$ cat config.mk
export PLATFORM = sky130hd
export DESIGN_NAME = sextium_avalon_fifo_slave
export DESIGN_NICKNAME = d
export VERILOG_FILES = /design/src/rtl/sextium_io_pkg.sv /design/src/rtl/sextium_sync_fifo.sv /design/src/rtl/sextium_avalon_fifo_slave.sv
export SDC_FILE = /design/constraint.sdc
export NUM_CORES = 1
export LEC_CHECK = 0
export CORE_MARGIN = 1
export CORE_UTILIZATION = 50
export DETAILED_ROUTE_END_ITERATION = 10
export GPL_ROUTABILITY_DRIVEN = 1
export GPL_TIMING_DRIVEN = 0
export HOLD_SLACK_MARGIN = 0.06
export PLACE_DENSITY = 0.77
export SLEW_MARGIN = 20
export SYNTH_ARGS = -nofsm -noshare
export SYNTH_HDL_FRONTEND = slang
export SYNTH_SLANG_ARGS = --single-unit
$ cat constraint.sdc
create_clock -name clk -period 4.73 [get_ports clk]
set_clock_uncertainty 0.15 [all_clocks]
set_input_delay 0.473 -clock clk [delete_from_list [all_inputs] [get_ports clk]]
set_output_delay 0.473 -clock clk [all_outputs]
set_load 0.01 [all_outputs]
$ cat src/rtl/sextium_io_pkg.sv
// Shared definitions for the Sextium IO FIFO slave.
//   reg_idx_e         : Avalon register index decode (STATUS/RXDATA/TXDATA/reserved)
//   STAT_*            : STATUS register bit positions
//   DEPTH_LOG2_DEFAULT: default log2 FIFO depth
package sextium_io_pkg;

  typedef enum logic [1:0] {
    REG_STATUS = 2'd0,
    REG_RXDATA = 2'd1,
    REG_TXDATA = 2'd2,
    REG_RSVD   = 2'd3
  } reg_idx_e;

  localparam int unsigned STAT_RX_NONEMPTY = 0;
  localparam int unsigned STAT_TX_NONFULL  = 1;
  localparam int unsigned STAT_DROP        = 2;
  localparam int unsigned STAT_RXCNT_LSB   = 8;
  localparam int unsigned STAT_RXCNT_MSB   = 15;

  localparam int unsigned DEPTH_LOG2_DEFAULT = 4;

endpackage

$ cat src/rtl/sextium_sync_fifo.sv
// Synchronous show-ahead FIFO with registered storage.
//   clk_i, rst_i      : clock, asynchronous active-high reset (clears pointers/count)
//   push_i/push_data_i: write request and data; ignored while full
//   pop_i             : read request; ignored while empty
//   full_o, empty_o   : status flags
//   count_o           : occupancy, DEPTH_LOG2+1 bits
//   head_o            : oldest entry, combinationally visible
module sextium_sync_fifo #(
  parameter int unsigned DATA_W     = 16,
  parameter int unsigned DEPTH_LOG2 = 4
) (
  input  logic                  clk_i,
  input  logic                  rst_i,
  input  logic                  push_i,
  input  logic [DATA_W-1:0]     push_data_i,
  input  logic                  pop_i,
  output logic                  full_o,
  output logic                  empty_o,
  output logic [DEPTH_LOG2:0]   count_o,
  output logic [DATA_W-1:0]     head_o
);

  localparam int unsigned DEPTH = 1 << DEPTH_LOG2;
  localparam logic [DEPTH_LOG2-1:0] PTR_ONE = 1;
  localparam logic [DEPTH_LOG2:0]   CNT_ONE = 1;

  logic [DATA_W-1:0]     mem_q [DEPTH];
  logic [DEPTH_LOG2-1:0] wr_ptr_q, wr_ptr_d, rd_ptr_q, rd_ptr_d;
  logic [DEPTH_LOG2:0]   count_q, count_d;
  logic                  do_push, do_pop;

  // Occupancy never exceeds DEPTH, so the MSB alone marks full.
  assign full_o  = count_q[DEPTH_LOG2];
  assign empty_o = (count_q == '0);
  assign count_o = count_q;
  assign head_o  = mem_q[rd_ptr_q];

  assign do_push = push_i & ~full_o;
  assign do_pop  = pop_i & ~empty_o;

  always_comb begin
    wr_ptr_d = wr_ptr_q;
    rd_ptr_d = rd_ptr_q;
    count_d  = count_q;
    if (do_push) wr_ptr_d = wr_ptr_q + PTR_ONE;
    if (do_pop)  rd_ptr_d = rd_ptr_q + PTR_ONE;
    if (do_push && !do_pop) count_d = count_q + CNT_ONE;
    if (do_pop && !do_push) count_d = count_q - CNT_ONE;
  end

  always_ff @(posedge clk_i or posedge rst_i) begin
    if (rst_i) begin
      wr_ptr_q <= '0;
      rd_ptr_q <= '0;
      count_q  <= '0;
    end else begin
      wr_ptr_q <= wr_ptr_d;
      rd_ptr_q <= rd_ptr_d;
      count_q  <= count_d;
    end
  end

  always_ff @(posedge clk_i) begin
    if (do_push) mem_q[wr_ptr_q] <= push_data_i;
  end

endmodule

$ cat src/rtl/sextium_avalon_fifo_slave.sv
// Avalon-MM slave for the Sextium IO FIFO window.
//   clk, reset            : clock, asynchronous active-high reset
//   address/read/write/
//   writedata/byteenable  : Avalon-MM slave request (byteenable ignored)
//   readdata/waitrequest  : Avalon-MM response; empty-RX reads and full-TX
//                           writes stall unless non-blocking mode is built
//   rx_in_*               : inbound 16-bit stream feeding the RX FIFO
//   tx_out_*              : outbound 16-bit stream drained from the TX FIFO
// Build option: define SEXTIUM_IO_NONBLOCK_EN for non-blocking IO with a
// sticky drop flag in STATUS bit2 (cleared by a STATUS read).
module sextium_avalon_fifo_slave
  import sextium_io_pkg::*;
#(
  parameter int unsigned DEPTH_LOG2 = DEPTH_LOG2_DEFAULT,
  parameter int unsigned DATA_W     = 16
) (
  input  logic              clk,
  input  logic              reset,
  input  logic [1:0]        address,
  input  logic              read,
  output logic [31:0]       readdata,
  output logic              waitrequest,
  input  logic              write,
  input  logic [31:0]       writedata,
  input  logic [3:0]        byteenable,
  input  logic [DATA_W-1:0] rx_in_data,
  input  logic              rx_in_valid,
  output logic              rx_in_ready,
  output logic [DATA_W-1:0] tx_out_data,
  output logic              tx_out_valid,
  input  logic              tx_out_ready
);

  logic                rx_full, rx_empty, rx_pop;
  logic                tx_full, tx_empty, tx_push;
  logic [DEPTH_LOG2:0] rx_count, tx_count;
  logic [DATA_W-1:0]   rx_head, tx_head;
  logic                rd_status, rd_rx, wr_tx;
  logic                drop_flag;
  logic [31:0]         status;
  logic                unused_ok;

  assign unused_ok = ^{byteenable, writedata[31:DATA_W], tx_count};

  // A concurrent read wins: the write is excluded from all decode.
  assign rd_status = read & (address == REG_STATUS);
  assign rd_rx     = read & (address == REG_RXDATA);
  assign wr_tx     = write & ~read & (address == REG_TXDATA);

  assign rx_pop  = rd_rx & ~rx_empty;
  assign tx_push = wr_tx & ~tx_full;

  assign rx_in_ready  = ~rx_full;
  assign tx_out_valid = ~tx_empty;
  assign tx_out_data  = tx_head;

  sextium_sync_fifo #(.DATA_W(DATA_W), .DEPTH_LOG2(DEPTH_LOG2)) u_rx_fifo (
    .clk_i       (clk),
    .rst_i       (reset),
    .push_i      (rx_in_valid),
    .push_data_i (rx_in_data),
    .pop_i       (rx_pop),
    .full_o      (rx_full),
    .empty_o     (rx_empty),
    .count_o     (rx_count),
    .head_o      (rx_head)
  );

  sextium_sync_fifo #(.DATA_W(DATA_W), .DEPTH_LOG2(DEPTH_LOG2)) u_tx_fifo (
    .clk_i       (clk),
    .rst_i       (reset),
    .push_i      (tx_push),
    .push_data_i (writedata[DATA_W-1:0]),
    .pop_i       (tx_out_ready),
    .full_o      (tx_full),
    .empty_o     (tx_empty),
    .count_o     (tx_count),
    .head_o      (tx_head)
  );

  always_comb begin
    status = '0;
    status[STAT_RX_NONEMPTY] = ~rx_empty;
    status[STAT_TX_NONFULL]  = ~tx_full;
    status[STAT_DROP]        = drop_flag;
    status[STAT_RXCNT_MSB:STAT_RXCNT_LSB] = 8'(rx_count);
  end

  always_comb begin
    readdata = '0;
    if (read) begin
      case (address)
        REG_STATUS: readdata = status;
        REG_RXDATA: if (!rx_empty) readdata = {{(32-DATA_W){1'b0}}, rx_head};
        default:    readdata = '0;
      endcase
    end
  end

`ifdef SEXTIUM_IO_NONBLOCK_EN
  logic drop_q, drop_d;

  always_comb begin
    drop_d = drop_q;
    if (rd_status)        drop_d = 1'b0;
    if (wr_tx && tx_full) drop_d = 1'b1;
  end

  always_ff @(posedge clk or posedge reset) begin
    if (reset) drop_q <= 1'b0;
    else       drop_q <= drop_d;
  end

  assign drop_flag   = drop_q;
  assign waitrequest = 1'b0;
`else
  assign drop_flag = 1'b0;
  // Held low during reset so a stalled master is released.
  assign waitrequest = ~reset &
                       (read ? ((address == REG_RXDATA) & rx_empty)
                             : (write & (address == REG_TXDATA) & tx_full));
`endif

endmodule

==> results.md, run 1 <==
* Pre-CTS setup slack at slightly above 0.7 ns
* Die height at 209 µm
* Worst path top cell family by delay: buffers and inverters
* RD Place Congestion at 0.756
* Largest stage delay, worst path at about 0.63 ns
* Total Wirelength at 45.5 mm
* Total gr overflow at 0
* Hold_buf cts at 0
* Antenna viol nets, final at 0
* Pleak at around 8.2 nW
* Slowest-stage cell, CP: clkbuf_1
* Hold slack at 0.261 ns
* RSZ-0062 raised after global routing: no
* Placed Cells at ~1600
* Sequential area share after synthesis at 0.750
* Maximum capacitance violations at 0
* Tightest Pin Transition at around 1.1 ns
* Post-synth EDFFs at around 510
* Primary FF master, synth: edfxtp_1
* Clock Path Buffers at 3
* Syn Inst Count at approximately 1000
* Setup violators final at 0
* Largest net degree at the start of global routing at 27
* Post-route worst setup slack at just under 0.7 ns
* M1 GR Usage at 0.283
* Via density at ~5.9
* Critical path arrival at approximately 3.4 ns
* Crit path buf inv count at 4
* Post-synth design cell area at between 20000 and 25000 µm²
* First-pass GRT wire length at approximately 68 mm
* Core area at between 40000 and 50000 µm²
* Fmax at 247 MHz
* Gr busiest metal: met2
* Number of global-route vias before repair at between 10000 and 15000
* CTS-repair resized insts at 0
* Critical path cell sequence: buf_2, clkbuf_1, clkbuf_1, a41oi_1, o21ai_0, clkdlybuf4s50_1
* Synthesized flop and latch total at 538
* Root Driver: clkbuf_16
* Max_slew headroom at 0.281
* Clock sink count at 538
* Synth Warn # at 0
* Final max-slew violation count at 0
* Syn_area_per_cell at approximately 22 µm²
* Outcome: complete, no violations
* FP Rows at 75
* DP HPWL at 28.4 mm
* CTS Buf Count at 51
* Pwr per Cell Area at 540 nW/µm²
* CP max FO at 10
* Clock slew at reported path FFs at 0.06 ns
* H-Tree Depth at 2
* Post-CTS setup buffer count at 0
* GR Util met3 at 0.0409
* Antenna violations before repair at 2
* Area growth from synthesis to layout at 16.8%
* M2 GR Usage at 0.362
* Fillcell total at roughly 2900
* Iter 0 DRT Violations at between 900 and 1000
* Die W at approximately 210 µm
* Non-filler cells, final at roughly 1700
* Layout cells sized above 1 at 0.279
* Gr usage total at 0.215
* Synth cell types at a little over 50
* Most frequent CP cell: clkbuf_1
* Ys async rst share at 0.0483
* Max IR drop VDD at between 0.0004 and 0.0005 V
* Post-route setup TNS at 0 ns
* WS Path Type: reg2out
* Crit path required time at 4.11 ns
* Worst Reg-to-Reg Cells at 15
* Crit. End Element: output pin
* Final Cycle Share at 0.855
* Routed WL per cell at ~26 µm
* CTS tree: built
* Starting density of the core at 0.508
* Fin. Hold Viols at 0
* Min-Delay Path Class: in2async
* Clock Latency Late Sink at around 0.58 ns
* Critical Path Source Type: flip-flop
* DR pass1 iterations at 5
* Fin nets at around 1200
* Final Critical Period at 4.04 ns
* Die Area at about 44000 µm²
* Via count at between 10000 and 15000
* Crit path depth at 6
* DRC viols at 0
* Ports at between 100 and 150
* PortBufs at 74
logic make-up (layout without fill, tap and decap cells):
family | count (synthesis) | after routing | synth area share
fa+ha+maj | 18 | 18 | 0.0109
buf+inv | 86 | 288 | 0.0245
flops | 538 | 538 | 0.750
compound gates | 55 | 55 | 0.0151
other cells | 1 | 17 | 0.000176
simple gates | 89 | 89 | 0.0214
mux | 176 | 176 | 0.169
xor+xnor | 21 | 21 | 0.00861
cells in the mapped netlist (4+ instances only):
| library cell | count | share of area |
|---|---|---|
| ha_1 | 17 | 0.010 |
| nor4_1 | 6 | 0.0018 |
| buf_4 | 21 | 0.0074 |
| a21o_1 | 8 | 0.0028 |
| nor2b_1 | 6 | 0.0018 |
| a21oi_1 | 16 | 0.0037 |
| clkbuf_1 | 14 | 0.0025 |
| dfrtp_1 | 26 | 0.030 |
| xnor2_1 | 14 | 0.0057 |
| nand2_1 | 23 | 0.0040 |
| xor2_1 | 7 | 0.0029 |
| nor2_1 | 22 | 0.0039 |
| and2_1 | 5 | 0.0015 |
| o21ai_0 | 12 | 0.0028 |
| o22ai_1 | 5 | 0.0015 |
| o21ai_1 | 7 | 0.0016 |
| edfxtp_1 | 512 | 0.72 |
| nand2b_1 | 4 | 0.0012 |
| buf_2 | 17 | 0.0040 |
| nand4_1 | 4 | 0.0012 |
| inv_1 | 17 | 0.0030 |
| mux4_2 | 130 | 0.14 |
| buf_1 | 4 | 0.00070 |
| mux4_1 | 13 | 0.016 |
| nor3_1 | 9 | 0.0021 |
| mux2i_1 | 22 | 0.010 |
| mux2_2 | 11 | 0.0058 |
report_power, final:
group | leakage (nW) | total, mW | internal [mW] | switching [mW]
clock network | 0.823 | 4.05 | 2.35 | 1.71
logic | 2.45 | 3.84 | 1.94 | 1.91
registers | 4.92 | 5.59 | 5.47 | 0.126
cell usage in the layout, fill, tap and decap left out, types with 5 or more instances in the layout:
master,count
dfrtp_1,26
nand2_1,23
clkbuf_1,25
mux4_1,13
a21o_1,8
clkbuf_8,5
clkbuf_16,53
conb_1,16
buf_4,34
mux4_2,130
clkinv_1,8
o21ai_1,7
edfxtp_1,512
nor2_2,5
nor3_2,9
xor2_1,7
buf_2,25
o21ai_0,12
inv_1,16
clkdlybuf4s50_1,74
o22ai_1,5
a21oi_1,16
mux2_2,11
mux2i_1,22
clkinv_2,10
buf_6,10
xnor2_1,14
buf_8,6
nor2b_1,6
ha_1,17
nor2_1,6
nor2_4,11
registers in the layout (all words and copies together), names as in the netlist:
| name | flops |
|---|---|
| u_tx_fifo.mem_q | 256 |
| u_rx_fifo.count_o | 5 |
| u_rx_fifo.wr_ptr_q | 4 |
| u_tx_fifo.rd_ptr_q | 4 |
| u_tx_fifo.wr_ptr_q | 4 |
| u_rx_fifo.mem_q | 256 |
| u_tx_fifo.count_o | 5 |
| u_rx_fifo.rd_ptr_q | 4 |
worst paths after layout:
path	start	endpoint	slack (ns)
max	u_rx_fifo.rd_ptr_q[3]$_DFFE_PP0P_	readdata[0]	0.69
min	reset	u_rx_fifo.count_o[2]$_DFFE_PP0P_	0.26
max reg2reg	u_rx_fifo.count_o[1]$_DFFE_PP0P_	u_rx_fifo.count_o[4]$_DFFE_PP0P_	1.09
min reg2reg	u_tx_fifo.count_o[2]$_DFFE_PP0P_	u_tx_fifo.count_o[2]$_DFFE_PP0P_	0.37
max in group asynchronous	reset	u_tx_fifo.count_o[0]$_DFFE_PP0P_	3.72
min in group clk	u_tx_fifo.count_o[2]$_DFFE_PP0P_	u_tx_fifo.count_o[2]$_DFFE_PP0P_	0.37
layer usage:
| metal | part of all wire | up-vias |
|---|---|---|
| li1 | - | 4393 |
| met2 | 0.52 | 427 |
| met3 | 0.067 | 77 |
| met1 | 0.39 | 5459 |
| met5 | 0.00024 | - |
| met4 | 0.025 | 2 |
metrics by stage:
step,area [µm²],power [mW],utilization
final,25000,13.5,0.594
after global routing,25000,14.0,0.594
after CTS,25000,13.6,0.594
after detailed placement,23300,9.55,0.554
after global placement,22800,9.35,0.543
after floorplan,21400,8.25,-
cell type report:
class / instances / area, µm² / share of cell area
Multi-Input combinational cell: 375 / 5030 / 0.202
Inverter: 19 / 71.3 / 0.00286
Buffer: 67 / 452 / 0.0181
Clock inverter: 26 / 234 / 0.00937
Tap cell: 539 / 674 / 0.0270
Timing Repair Buffer: 107 / 1030 / 0.0414
Sequential cell: 538 / 16000 / 0.642
Clock buffer: 69 / 1440 / 0.0575
Antenna cell: 1 / 2.50 / 0.000100
(Power assumes the default switching activity.)
==> run 2: changes to the inputs <==
Settings changed: GPL_ROUTABILITY_DRIVEN 1 to 0, PLACE_DENSITY 0.77 to 0.8.
Clock period 4.73 ns to 3.65 ns, I/O delays scaled along.
==> run 2 against run 1 <==
Net effect: global-route usage fell by 0.24 points; final area rose by 0.17%; sequential share of layout area fell by 0.11 points; clock power rose by 31%; combinational power rose by 30%; register-to-register slack got worse by 0.83 ns; power rose by 30%; setup slack got worse by 0.59 ns; non-clock buffer count fell by 1; die area did not move; largest cell class unchanged; largest power group unchanged; highest routed layer unchanged.
==> results.md, run 2 (synthesis results as in run 1) <==
* RSZ-0062 raised after global routing: no
* Most frequent cells in the layout: 512 x edfxtp_1, 130 x mux4_2, 66 x clkdlybuf4s50_1
* Clock Path Buffers at 3 (unchanged)
* Pleak at 8.36 nW (+2.0%)
* CTS Buf Count at 52 (+2.0%)
* Area growth from synthesis to layout at 17.0%
* WS Path Type: reg2out
* Number of global-route vias before repair at 10800 (-0.28%)
* PortBufs at 74 (unchanged)
* Fmax at 282 MHz
* Switching share of power at 0.276 (-0.000864)
* Max IR drop VDD at 0.000502 V (+23%)
* Root Driver: clkbuf_16
* Fin nets at 1237 (unchanged)
* Maximum capacitance violations at 0 (unchanged)
* Final Cycle Share at 0.973
* Clock Latency Late Sink at 0.57 ns (about the same)
* Core area at 42000 µm² (unchanged)
* Reg2reg setup slack at 0.26 ns (-0.83 ns)
* Gate power share at 0.284 (about the same)
* DRC viols at 0 (unchanged)
* CP max FO at 10 (unchanged)
* Layout cells sized above 1 at 0.283 (+0.00367)
* Clock slew at reported path FFs at 0.06 ns (about the same)
* Setup violators final at 0 (unchanged)
* Starting density of the core at 0.508 (unchanged)
* Critical path arrival at 3.04 ns (-0.38 ns)
* Tightest Pin Transition at 1.12 ns (+0.0450 ns)
* Outcome: complete, no violations
* Total Wirelength at 45.4 mm (-0.21%)
* Antenna viol nets, final at 0 (unchanged)
* Antenna violations before repair at 2 (unchanged)
* DR pass1 iterations at 5 (unchanged)
* Non-filler cells, final at 1737 (-0.23%)
* H-Tree Depth at 2 (unchanged)
* Pint at 12.7 mW (+30%)
* M1 GR Usage at 0.277 (-0.00534)
* Final core utilization at 0.595 (+0.000982)
* Critical Path Source Type: flip-flop
* Crit. End Element: output pin
* Flop pwr share at 0.414 (about the same)
* Fin. Hold Viols at 0 (unchanged)
* Commonest non-fill, non-tap cell in the layout: edfxtp_1
* Post-route setup TNS at 0 ns (unchanged)
* Max_slew headroom at 0.251 (-0.0300)
* Via density at 5.95 (about the same)
* CTS tree: built
* Die height at 209 µm (unchanged)
* Routed WL per cell at 26.2 µm (about the same)
* GR Util met3 at 0.0424 (+0.00150)
* Die W at 209 µm (unchanged)
* Crit path required time at 3.13 ns (-0.98 ns)
* DP HPWL at 27.9 mm (-1.8%)
* Psw at 4.85 mW (+30%)
* Total gr overflow at 0 (unchanged)
* First-pass GRT wire length at 67.3 mm (-1.2%)
* Pwr per Cell Area at 702 nW/µm² (+30%)
* Biggest regs: u_rx_fifo.mem_q: 256 flops, u_tx_fifo.mem_q: 256 flops
* Min-Delay Path Class: in2async
* Final Critical Period at between 3 and 4 ns
* FP Rows at 75 (unchanged)
* Die Area at 43600 µm² (unchanged)
* Via count at 10300 (-0.22%)
* Iter 0 DRT Violations at 845 (-12%)
* Clock sink count at 538 (unchanged)
* Gr usage total at 0.212 (-0.00238)
* Clk network pwr share at 0.302 (about the same)
* Hold_buf cts at 0 (unchanged)
* Ports at 111 (unchanged)
* Final max-slew violation count at 0 (unchanged)
* Gr busiest metal: met2
* Placed Cells at 1644 (-0.061%)
* Largest net degree at the start of global routing at 27 (unchanged)
* M2 GR Usage at 0.360 (-0.00149)
==> run 2: power groups by stage <==
stage / clock network [mW] / registers, mW / logic [mW]
final: 5.29 / 7.27 / 4.99
after global routing: 5.57 / 7.29 / 5.34
after CTS: 5.34 / 7.26 / 5.05
after detailed placement: 0 / 7.38 / 4.99
after global placement: 0 / 7.37 / 4.75
after floorplan: 0 / 7.32 / 3.37
==> run 2: layout make-up <==
class	count	area [µm²]
plain buffers	66	478
well taps	539	674
flip-flops and latches	538	16000
fillers	2858	17000
multi-input cells	375	5050
clock inverters	26	279
diodes	2	5.00
inverters	19	71.3
clock buffers	65	1380
repair buffers	107	1040
==> run 2: layer usage <==
metal  up-vias  routed length [µm]
li1       4383                   -
met4         2                1150
met5         -                  10
met3        85                3300
met1      5404               17800
met2       461               23200
==> run 2: repair_timing <==
| action | CTS | global route |
|---|---|---|
| setup buffers | 1 | 0 |
| endpoints found under the setup margin | 13 | 18 |
| pin swaps | 1 | 0 |
| cloned | 0 | 0 |
| gates resized for setup | 10 | 18 |
==> run 2: critical path: stages, from the launching register on <==
cell and delay [ns]:
dfrtp_1 0.39, dlygate4sd1_1 0.65, mux4_2 0.40, mux4_2 0.51, clkdlybuf4s50_1 0.51
==> run 2: per-stage QoR <==
stage / instance area, µm² / worst slack [ns] / hold slack, ns / power, mW
6_report: 25000 / 0.0982 / 0.125 / 17.5
3_3_place_gp: 22800 / -2.08 / 0.349 / 12.1
4_1_cts: 25000 / 0.0200 / 0.351 / 17.6
2_1_floorplan: 21400 / 0.442 / 0.255 / 10.7
3_5_place_dp: 23300 / -0.255 / 0.368 / 12.4
5_1_grt: 25000 / 0.00769 / 0.187 / 18.2
==> run 2: worst paths after layout <==
check / from / to / cells after the start
hold / removal: reset / u_rx_fifo.rd_ptr_q[0]$_DFFE_PP0P_ / 2
hold reg to reg: u_tx_fifo.count_o[1]$_DFFE_PP0P_ / u_tx_fifo.count_o[1]$_DFFE_PP0P_ / 2
max in group asynchronous: reset / u_tx_fifo.rd_ptr_q[2]$_DFFE_PP0P_ / 2
setup reg to reg: u_rx_fifo.count_o[1]$_DFFE_PP0P_ / u_rx_fifo.count_o[4]$_DFFE_PP0P_ / 14
setup / recovery: u_tx_fifo.rd_ptr_q[1]$_DFFE_PP0P_ / tx_out_data[13] / 4
min in group clk: u_tx_fifo.count_o[1]$_DFFE_PP0P_ / u_tx_fifo.count_o[1]$_DFFE_PP0P_ / 2
